<file path="config.mk">
export PLATFORM = sky130hd
export DESIGN_NAME = hid_multi_flat
export DESIGN_NICKNAME = d
export VERILOG_FILES = /design/src/rtl/hid_multi_pkg.sv /design/src/rtl/hid_multi_if.sv /design/src/rtl/hid_multi_mouse_axis.sv /design/src/rtl/hid_multi.sv /design/src/flat_wrapper.sv
export SDC_FILE = /design/constraint.sdc
export NUM_CORES = 1
export LEC_CHECK = 0
export CAP_MARGIN = 15
export CORE_MARGIN = 4
export CORE_UTILIZATION = 52
export CTS_BUF_LIST = sky130_fd_sc_hd__clkbuf_4
export DETAILED_ROUTE_END_ITERATION = 12
export MAX_ROUTING_LAYER = met4
export PLACE_DENSITY_LB_ADDON = 0.15
export RECOVER_POWER = 50
export SYNTH_ARGS = -nofsm -noshare
export SYNTH_HDL_FRONTEND = slang
export SYNTH_SLANG_ARGS = --single-unit
</file>
<file path="constraint.sdc">
create_clock -name clk -period 2.21 [get_ports clk]
set_input_delay 0.221 -clock clk [delete_from_list [all_inputs] [get_ports clk]]
set_output_delay 0.221 -clock clk [all_outputs]
set_load 0.01 [all_outputs]
</file>
<file path="src/rtl/hid_multi_pkg.sv">
//------------------------------------------------------------------------------
// Module   : hid_pkg
// Purpose  : Shared command codes and status identifiers for the HID decoder.
// Revision : 1.0 - initial release
//------------------------------------------------------------------------------
`default_nettype none

package hid_pkg;

  // Command byte values carried by a start-qualified strobe
  localparam logic [7:0] CMD_STATUS = 8'd0;
  localparam logic [7:0] CMD_KEY    = 8'd1;
  localparam logic [7:0] CMD_MOUSE  = 8'd2;
  localparam logic [7:0] CMD_JOY    = 8'd3;
  localparam logic [7:0] CMD_KBCLR  = 8'd4;

  // Fixed identification bytes returned by the status command
  localparam logic [7:0] STATUS_ID0 = 8'h5C;
  localparam logic [7:0] STATUS_ID1 = 8'h42;

endpackage

`default_nettype wire

</file>
<file path="src/rtl/hid_multi_if.sv">
//------------------------------------------------------------------------------
// Module   : hid_multi_if
// Purpose  : MCU byte link (strobe/start/data in, reply byte out).
// Revision : 1.0 - initial release
//------------------------------------------------------------------------------
`default_nettype none

interface hid_multi_if;
  logic       data_in_strobe;
  logic       data_in_start;
  logic [7:0] data_in;
  logic [7:0] data_out;

  // MCU side drives bytes and reads the reply
  modport master (
    output data_in_strobe,
    output data_in_start,
    output data_in,
    input  data_out
  );

  // HID decoder side consumes bytes and drives the reply
  modport slave (
    input  data_in_strobe,
    input  data_in_start,
    input  data_in,
    output data_out
  );
endinterface

`default_nettype wire

</file>
<file path="src/rtl/hid_multi_mouse_axis.sv">
//------------------------------------------------------------------------------
// Module   : hid_mouse_axis
// Purpose  : One mouse axis: saturating signed accumulator, drain toward zero
//            on tick, 2-bit gray quadrature output.
// Revision : 1.0 - initial release
//------------------------------------------------------------------------------
`default_nettype none

module hid_mouse_axis #(
  parameter int MOUSE_CNT_W = 8
) (
  input  logic                   clk,
  input  logic                   reset,
  input  logic                   tick,
  input  logic                   wr,
  input  logic [7:0]             delta,
  output logic [MOUSE_CNT_W-1:0] cnt,
  output logic [1:0]             quad
);

  localparam int W = MOUSE_CNT_W;

  logic [W-1:0] cnt_q, cnt_d;
  logic [1:0]   quad_q, quad_d;
  logic [W:0]   sum;

  // Next count/quad: a write takes priority over a drain step on the same cycle
  always_comb begin
    sum    = {cnt_q[W-1], cnt_q} + {{(W-7){delta[7]}}, delta};
    cnt_d  = cnt_q;
    quad_d = quad_q;
    if (wr) begin
      // One extra bit of headroom: sign mismatch in the top two bits is overflow
      if (sum[W] != sum[W-1]) begin
        cnt_d = sum[W] ? {1'b1, {(W-1){1'b0}}} : {1'b0, {(W-1){1'b1}}};
      end else begin
        cnt_d = sum[W-1:0];
      end
    end else if (tick && (cnt_q != '0)) begin
      if (cnt_q[W-1]) begin
        cnt_d  = cnt_q + W'(1);
        quad_d = {~quad_q[0], quad_q[1]};
      end else begin
        cnt_d  = cnt_q - W'(1);
        quad_d = {quad_q[0], ~quad_q[1]};
      end
    end
  end

  // Axis state registers
  always_ff @(posedge clk) begin
    if (reset) begin
      cnt_q  <= '0;
      quad_q <= 2'b00;
    end else begin
      cnt_q  <= cnt_d;
      quad_q <= quad_d;
    end
  end

  assign cnt  = cnt_q;
  assign quad = quad_q;

endmodule

`default_nettype wire

</file>
<file path="src/rtl/hid_multi.sv">
//------------------------------------------------------------------------------
// Module   : hid_multi
// Purpose  : MCU command-frame decoder driving keyboard matrix, joystick bank
//            and a two-axis quadrature mouse with a free-running drain divider.
// Revision : 1.0 - initial release
//------------------------------------------------------------------------------
`default_nettype none

module hid_multi #(
  parameter int NUM_JOY     = 2,
  parameter int MOUSE_CNT_W = 8,
  parameter int MOUSE_DIV_W = 14
) (
  input  logic                   clk,
  input  logic                   reset,
  hid_multi_if.slave             bus,
  output logic [8*NUM_JOY-1:0]   joystick,
  input  logic [7:0]             keyboard_matrix_out,
  output logic [7:0]             keyboard_matrix_in,
  output logic [1:0]             mouse_btns,
  output logic [MOUSE_CNT_W-1:0] mouse_x_cnt,
  output logic [MOUSE_CNT_W-1:0] mouse_y_cnt,
  output logic [3:0]             mouse_quad,
  output logic                   mouse_strobe
);

  import hid_pkg::*;

  localparam logic [7:0] NUM_JOY_B   = 8'(NUM_JOY);
  localparam logic [7:0] CNT_W_B     = 8'(MOUSE_CNT_W);
  localparam logic [7:0] STATUS_CAPS = {NUM_JOY_B[3:0], CNT_W_B[4:1]};

  logic [3:0]             state_q, state_d;
  logic [7:0]             command_q, command_d;
  logic [7:0]             joy_dev_q, joy_dev_d;
  logic [7:0]             data_out_q, data_out_d;
  logic [1:0]             btns_q, btns_d;
  logic [7:0]             key_q [8];
  logic [7:0]             key_d [8];
  logic [8*NUM_JOY-1:0]   joy_q, joy_d;
  logic                   strobe_q, strobe_d;
  logic                   wr_x, wr_y;
  logic [MOUSE_DIV_W-1:0] div_q;
  logic                   tick;
  logic [1:0]             quad_x, quad_y;

  // Frame parser: a start byte always restarts the frame, data bytes act on the current index
  always_comb begin
    state_d    = state_q;
    command_d  = command_q;
    joy_dev_d  = joy_dev_q;
    data_out_d = data_out_q;
    btns_d     = btns_q;
    key_d      = key_q;
    joy_d      = joy_q;
    strobe_d   = 1'b0;
    wr_x       = 1'b0;
    wr_y       = 1'b0;
    if (bus.data_in_strobe) begin
      if (bus.data_in_start) begin
        command_d = bus.data_in;
        state_d   = 4'd1;
        joy_dev_d = 8'd0;
        if (bus.data_in == CMD_KBCLR) begin
          for (int r = 0; r < 8; r++) key_d[r] = 8'hFF;
        end
      end else if (state_q != 4'd0) begin
        if (state_q != 4'd15) state_d = state_q + 4'd1;
        case (command_q)
          CMD_STATUS: begin
            case (state_q)
              4'd1:    data_out_d = STATUS_ID0;
              4'd2:    data_out_d = STATUS_ID1;
              4'd3:    data_out_d = STATUS_CAPS;
              default: ;
            endcase
          end
          CMD_KEY: begin
            if (state_q == 4'd1) key_d[bus.data_in[2:0]][bus.data_in[5:3]] = bus.data_in[7];
          end
          CMD_MOUSE: begin
            case (state_q)
              4'd1: btns_d = bus.data_in[1:0];
              4'd2: wr_x = 1'b1;
              4'd3: begin
                wr_y     = 1'b1;
                strobe_d = 1'b1;
              end
              default: ;
            endcase
          end
          CMD_JOY: begin
            if (state_q == 4'd1) begin
              joy_dev_d = bus.data_in;
            end else if (state_q == 4'd2) begin
              // Out-of-range device numbers match no slot and are dropped
              for (int n = 0; n < NUM_JOY; n++) begin
                if (joy_dev_q == 8'(n)) joy_d[8*n +: 8] = bus.data_in;
              end
            end
          end
          default: ;
        endcase
      end
    end
  end

  // Parser, keyboard, joystick and reply registers
  always_ff @(posedge clk) begin
    if (reset) begin
      state_q    <= 4'd0;
      command_q  <= 8'd0;
      joy_dev_q  <= 8'd0;
      data_out_q <= 8'd0;
      btns_q     <= 2'b00;
      joy_q      <= '0;
      strobe_q   <= 1'b0;
      for (int r = 0; r < 8; r++) key_q[r] <= 8'hFF;
    end else begin
      state_q    <= state_d;
      command_q  <= command_d;
      joy_dev_q  <= joy_dev_d;
      data_out_q <= data_out_d;
      btns_q     <= btns_d;
      joy_q      <= joy_d;
      strobe_q   <= strobe_d;
      key_q      <= key_d;
    end
  end

  // Free-running drain divider; tick whenever it wraps through zero
  always_ff @(posedge clk) begin
    if (reset) div_q <= '0;
    else       div_q <= div_q + MOUSE_DIV_W'(1);
  end

  assign tick = (div_q == '0);

  // Row sense: AND of every key row whose column is driven low
  always_comb begin
    keyboard_matrix_in = 8'hFF;
    for (int r = 0; r < 8; r++) begin
      if (!keyboard_matrix_out[r]) keyboard_matrix_in = keyboard_matrix_in & key_q[r];
    end
  end

  hid_mouse_axis #(.MOUSE_CNT_W(MOUSE_CNT_W)) u_axis_x (
    .clk   (clk),
    .reset (reset),
    .tick  (tick),
    .wr    (wr_x),
    .delta (bus.data_in),
    .cnt   (mouse_x_cnt),
    .quad  (quad_x)
  );

  hid_mouse_axis #(.MOUSE_CNT_W(MOUSE_CNT_W)) u_axis_y (
    .clk   (clk),
    .reset (reset),
    .tick  (tick),
    .wr    (wr_y),
    .delta (bus.data_in),
    .cnt   (mouse_y_cnt),
    .quad  (quad_y)
  );

  assign bus.data_out  = data_out_q;
  assign joystick      = joy_q;
  assign mouse_btns    = btns_q;
  assign mouse_strobe  = strobe_q;
  assign mouse_quad    = {quad_x, quad_y};

endmodule

`default_nettype wire
</file>
<file path="src/flat_wrapper.sv">
// flat-port wrapper written by rule: the top's interface ports become plain ports
module hid_multi_flat import hid_pkg::*;
#(
  parameter int NUM_JOY     = 2,
  parameter int MOUSE_CNT_W = 8,
  parameter int MOUSE_DIV_W = 14
)
  (clk, reset, joystick, keyboard_matrix_out, keyboard_matrix_in, mouse_btns, mouse_x_cnt, mouse_y_cnt, mouse_quad, mouse_strobe, bus_data_in_strobe, bus_data_in_start, bus_data_in, bus_data_out);
  hid_multi_if bus_i ();
  input  logic clk;
  input  logic reset;
  output logic [8*NUM_JOY-1:0] joystick;
  input  logic [7:0] keyboard_matrix_out;
  output logic [7:0] keyboard_matrix_in;
  output logic [1:0] mouse_btns;
  output logic [MOUSE_CNT_W-1:0] mouse_x_cnt;
  output logic [MOUSE_CNT_W-1:0] mouse_y_cnt;
  output logic [3:0] mouse_quad;
  output logic mouse_strobe;
  input wire logic [$bits(bus_i.data_in_strobe)-1:0] bus_data_in_strobe;
  input wire logic [$bits(bus_i.data_in_start)-1:0] bus_data_in_start;
  input wire logic [$bits(bus_i.data_in)-1:0] bus_data_in;
  output wire logic [$bits(bus_i.data_out)-1:0] bus_data_out;
  assign bus_i.data_in_strobe = bus_data_in_strobe;
  assign bus_i.data_in_start = bus_data_in_start;
  assign bus_i.data_in = bus_data_in;
  assign bus_data_out = bus_i.data_out;
  hid_multi #(.NUM_JOY(NUM_JOY), .MOUSE_CNT_W(MOUSE_CNT_W), .MOUSE_DIV_W(MOUSE_DIV_W)) u_core (.clk(clk), .reset(reset), .bus(bus_i), .joystick(joystick), .keyboard_matrix_out(keyboard_matrix_out), .keyboard_matrix_in(keyboard_matrix_in), .mouse_btns(mouse_btns), .mouse_x_cnt(mouse_x_cnt), .mouse_y_cnt(mouse_y_cnt), .mouse_quad(mouse_quad), .mouse_strobe(mouse_strobe));
endmodule
</file>
==> results.md <==
* Int Power at around 6000 uW
* CP endpoint kind: primary output
* Starting density of the core at 0.540
* P_sw at 3480 uW
* Placed Area at between 9000 and 10000 um^2
* Detailed Routing Iterations Pass 1 at 5
* Final worst slack at -0.0545 ns
* Least-Margin Pin Slew at 0.539 ns
* CP arrival at 2.04 ns
* Failing checks: negative setup slack
* RSZ-0062 raised after global routing: yes
* Largest net degree at the start of global routing at 79
* Core area at 14800 um^2
* Total Power at 9440 uW
* Mapped Cells at just under 1000
* First-pass GRT wire length at roughly 38000 um
* Util after Layout at 0.695
* Power per cell area at 920 nW/um^2
* H-tree depth at 4
* CTS Root Buffer Type: clkbuf_4
* Initial antenna violation count at 0
* Hold Crit Class: primary input to register
* Total grt overflow at 0
* Switching Share at 0.369
* Post-route ant nets at 0
* Rows at 44
* Final cell count without fillers at 1343
* ANT cells at 0
* DR iter-0 viols at 737
* Tot GR Track Use at 0.274
* Placer congestion estimate at a little over 0.9
* I/O pins at 75
* Vias post-DR at ~8000
* Maxcap violations at 0
* Asr flop ratio synth at 0
* Fin area at ~10000 um^2
* P_leak at 0.00421 uW
* Most used DFF post-synth: dfxtp_1
* Nets at approximately 1200
* Pins over their slew limit at 0
* Max Fclk at 0.442 GHz
* Rel. slew slack at 0.641
* Period utilization at 1.02
* Worst endpoint required time at 1.99 ns
* Post-route setup TNS at -0.0545 ns
* Chip width at 132 um
* Seq cells post-synth at 142
* EDFF count, synth at 0
* Synth top area share at 0.357
* Vias in the first global route at around 7500
* Tmin final at 2.26 ns
* Clock latency on the worst-skew pair at 0.55 ns
* Layout cells sized above 1 at 0.194
* WL final at 23500 um
* Detail Placement HPWL at 16400 um
* Synth cell types at 63
* Syn_area_per_cell at 8.09 um^2
* Clock Power Share at 0.182
* DR vias/cell at 5.96
* Seq/Total Area, Yosys at 0.357
* Die height at 132 um
* Layout area overhead at 28.8%
* Final hold violations at 0
* Syn. warnings at 0
* CTS sink count at 142
* Outcome: finished with violations
* Max Buffers Root-to-Sink at 2
* DIE AREA at about 17000 um^2
* Max VDD drop at roughly 0.54 mV
* Final setup vio count at 1
* Fillcell total at 1213
* Crit-path max FO at 6
* Kind of critical path: primary input to primary output
* Num CTS Buffers at 17
* Reg clk slew, reported paths at 0.12 ns
* TritonCTS clock tree: yes
* IO buf count at 72
* Placed cell count at 1312
* Seq pwr share at 0.312
* Synth Cell Area at approximately 8000 um^2
* DR WL/cell at 17.5 um
* Most area-consuming cells after synthesis: dfxtp_1 36%, a21oi_1 6.8%, nor2_1 6.2%
* Cts hold-fix bufs at 0
* Logic pwr share at 0.506
* Startpoint types: primary input
* Synth area leader: dfxtp_1
* Skew final at 0.0128 ns
* DRC Markers at 0
[sequential cells by signal (all words and copies together), names as in the netlist]
name                  count
u_core.mouse_btns         2
u_core.bus.data_out       5
u_core.u_axis_x.cnt       8
u_core.mouse_strobe       1
u_core.u_axis_y.cnt       8
u_core.div_q             14
u_core.state_q            4
u_core.u_axis_x.quad      2
u_core.key_q             64
u_core.joystick          16
u_core.joy_dev_q          8
u_core.u_axis_y.quad      2
u_core.command_q          8
[cell usage after synthesis (6+ instances only)]
master / number
xnor2_1: 17
and3_1: 11
mux2i_1: 38
nand4_1: 6
a221oi_1: 12
a21oi_1: 109
buf_2: 8
nor3b_1: 7
xor2_1: 17
a21o_1: 8
o21ai_0: 17
o22ai_1: 74
nand2b_1: 42
nor4_1: 11
nand3_1: 13
o21a_1: 6
nor2_1: 132
o211ai_1: 6
dfxtp_1: 142
nor2b_1: 13
o21bai_1: 6
clkbuf_1: 58
nor3_1: 36
a211oi_1: 13
inv_1: 21
buf_4: 6
ha_1: 36
nand2_1: 61
[routing by layer]
layer  part of all wire  global-route usage  wire length, um
met5                  0                   -                0
met4              0.022               0.101              507
met3              0.079              0.0523             1870
met2               0.45               0.410            10700
met1               0.45               0.371            10500
[power by group through the flow]
stage / combinational [uW] / clock (uW) / sequential, uW
3_5_place_dp: 4520 / 0 / 3000
2_1_floorplan: 2710 / 0 / 3090
3_3_place_gp: 4440 / 0 / 3000
6_report: 4770 / 1710 / 2950
5_1_grt: 5240 / 1840 / 2980
4_1_cts: 4570 / 1740 / 2940
[stage by stage]
stage               setup slack (ns)  hold WS [ns]
CTS                         -0.00172      0.000260
global route                 -0.0717        0.0146
detailed placement            -0.423         0.449
finish                       -0.0545        0.0387
global placement              -0.399         0.443
floorplan                    0.00283         0.357
[worst max-delay path, stage by stage]
cell             delay [ns]
clkdlybuf4s50_1        0.56
clkbuf_2               0.24
o22ai_1                0.11
nor4_1                 0.32
clkdlybuf4s50_1        0.60
[cell type report]
class	instances	area, um^2	area share
Inverter	21	78.8	0.00768
Multi-Input combinational cell	744	4910	0.478
Timing Repair Buffer	224	1920	0.187
Tap cell	184	230	0.0224
Sequential cell	142	2850	0.278
Clock buffer	20	150	0.0146
Clock inverter	8	120	0.0117
[cell usage in the layout, fill, tap and decap left out, drive strengths merged, types with 11 or more instances in the layout]
| cell type | synthesis | final |
|---|---|---|
| o22ai | 74 | 74 |
| nor2 | 132 | 132 |
| nor3 | 37 | 37 |
| nand3 | 13 | 13 |
| ha | 36 | 36 |
| buf | 18 | 145 |
| nand2b | 42 | 42 |
| clkdlybuf4s50 | 0 | 20 |
| dlygate4sd3 | 0 | 45 |
| and3 | 11 | 11 |
| nand2 | 62 | 62 |
| clkbuf | 60 | 31 |
| a211oi | 14 | 14 |
| mux2i | 38 | 38 |
| xnor2 | 17 | 17 |
| nor2b | 14 | 14 |
| dfxtp | 142 | 142 |
| a21oi | 110 | 110 |
| nor4 | 12 | 12 |
| o21ai | 18 | 18 |
| a221oi | 12 | 12 |
| inv | 21 | 21 |
| xor2 | 17 | 17 |
[kinds of logic (layout without fill, tap and decap cells)]
kind of cell,count (synthesis),in the layout,synth area share
multiplexers,39,39,0.0492
other,1,2,0.000471
adder cells (fa/ha/maj),40,40,0.0666
AND/OR/NAND/NOR,355,355,0.223
flip-flops,142,142,0.357
XOR/XNOR,34,34,0.0374
AO/OA/AOI/OAI,274,274,0.214
buffers and inverters,99,273,0.0529
[repair_timing]
action	in CTS	in global routing
resized for setup	9	35
endpoints found under the setup margin	24	43
buffers inserted	1	2
pin swaps	2	14
[worst paths after layout]
kind / start / endpoint / slack, ns / cells after the start
setup / recovery: keyboard_matrix_out[0] / keyboard_matrix_in[5] / -0.05 / 5
hold / removal: reset / u_core.div_q[4] / 0.04 / 2
setup reg to reg: u_core.u_axis_x.cnt[0] / u_core.u_axis_x.cnt[0] / 0.04 / 9
hold reg to reg: u_core.command_q[6] / u_core.command_q[6] / 0.46 / 2
No activity file was read; power rests on OpenSTA's default activity.
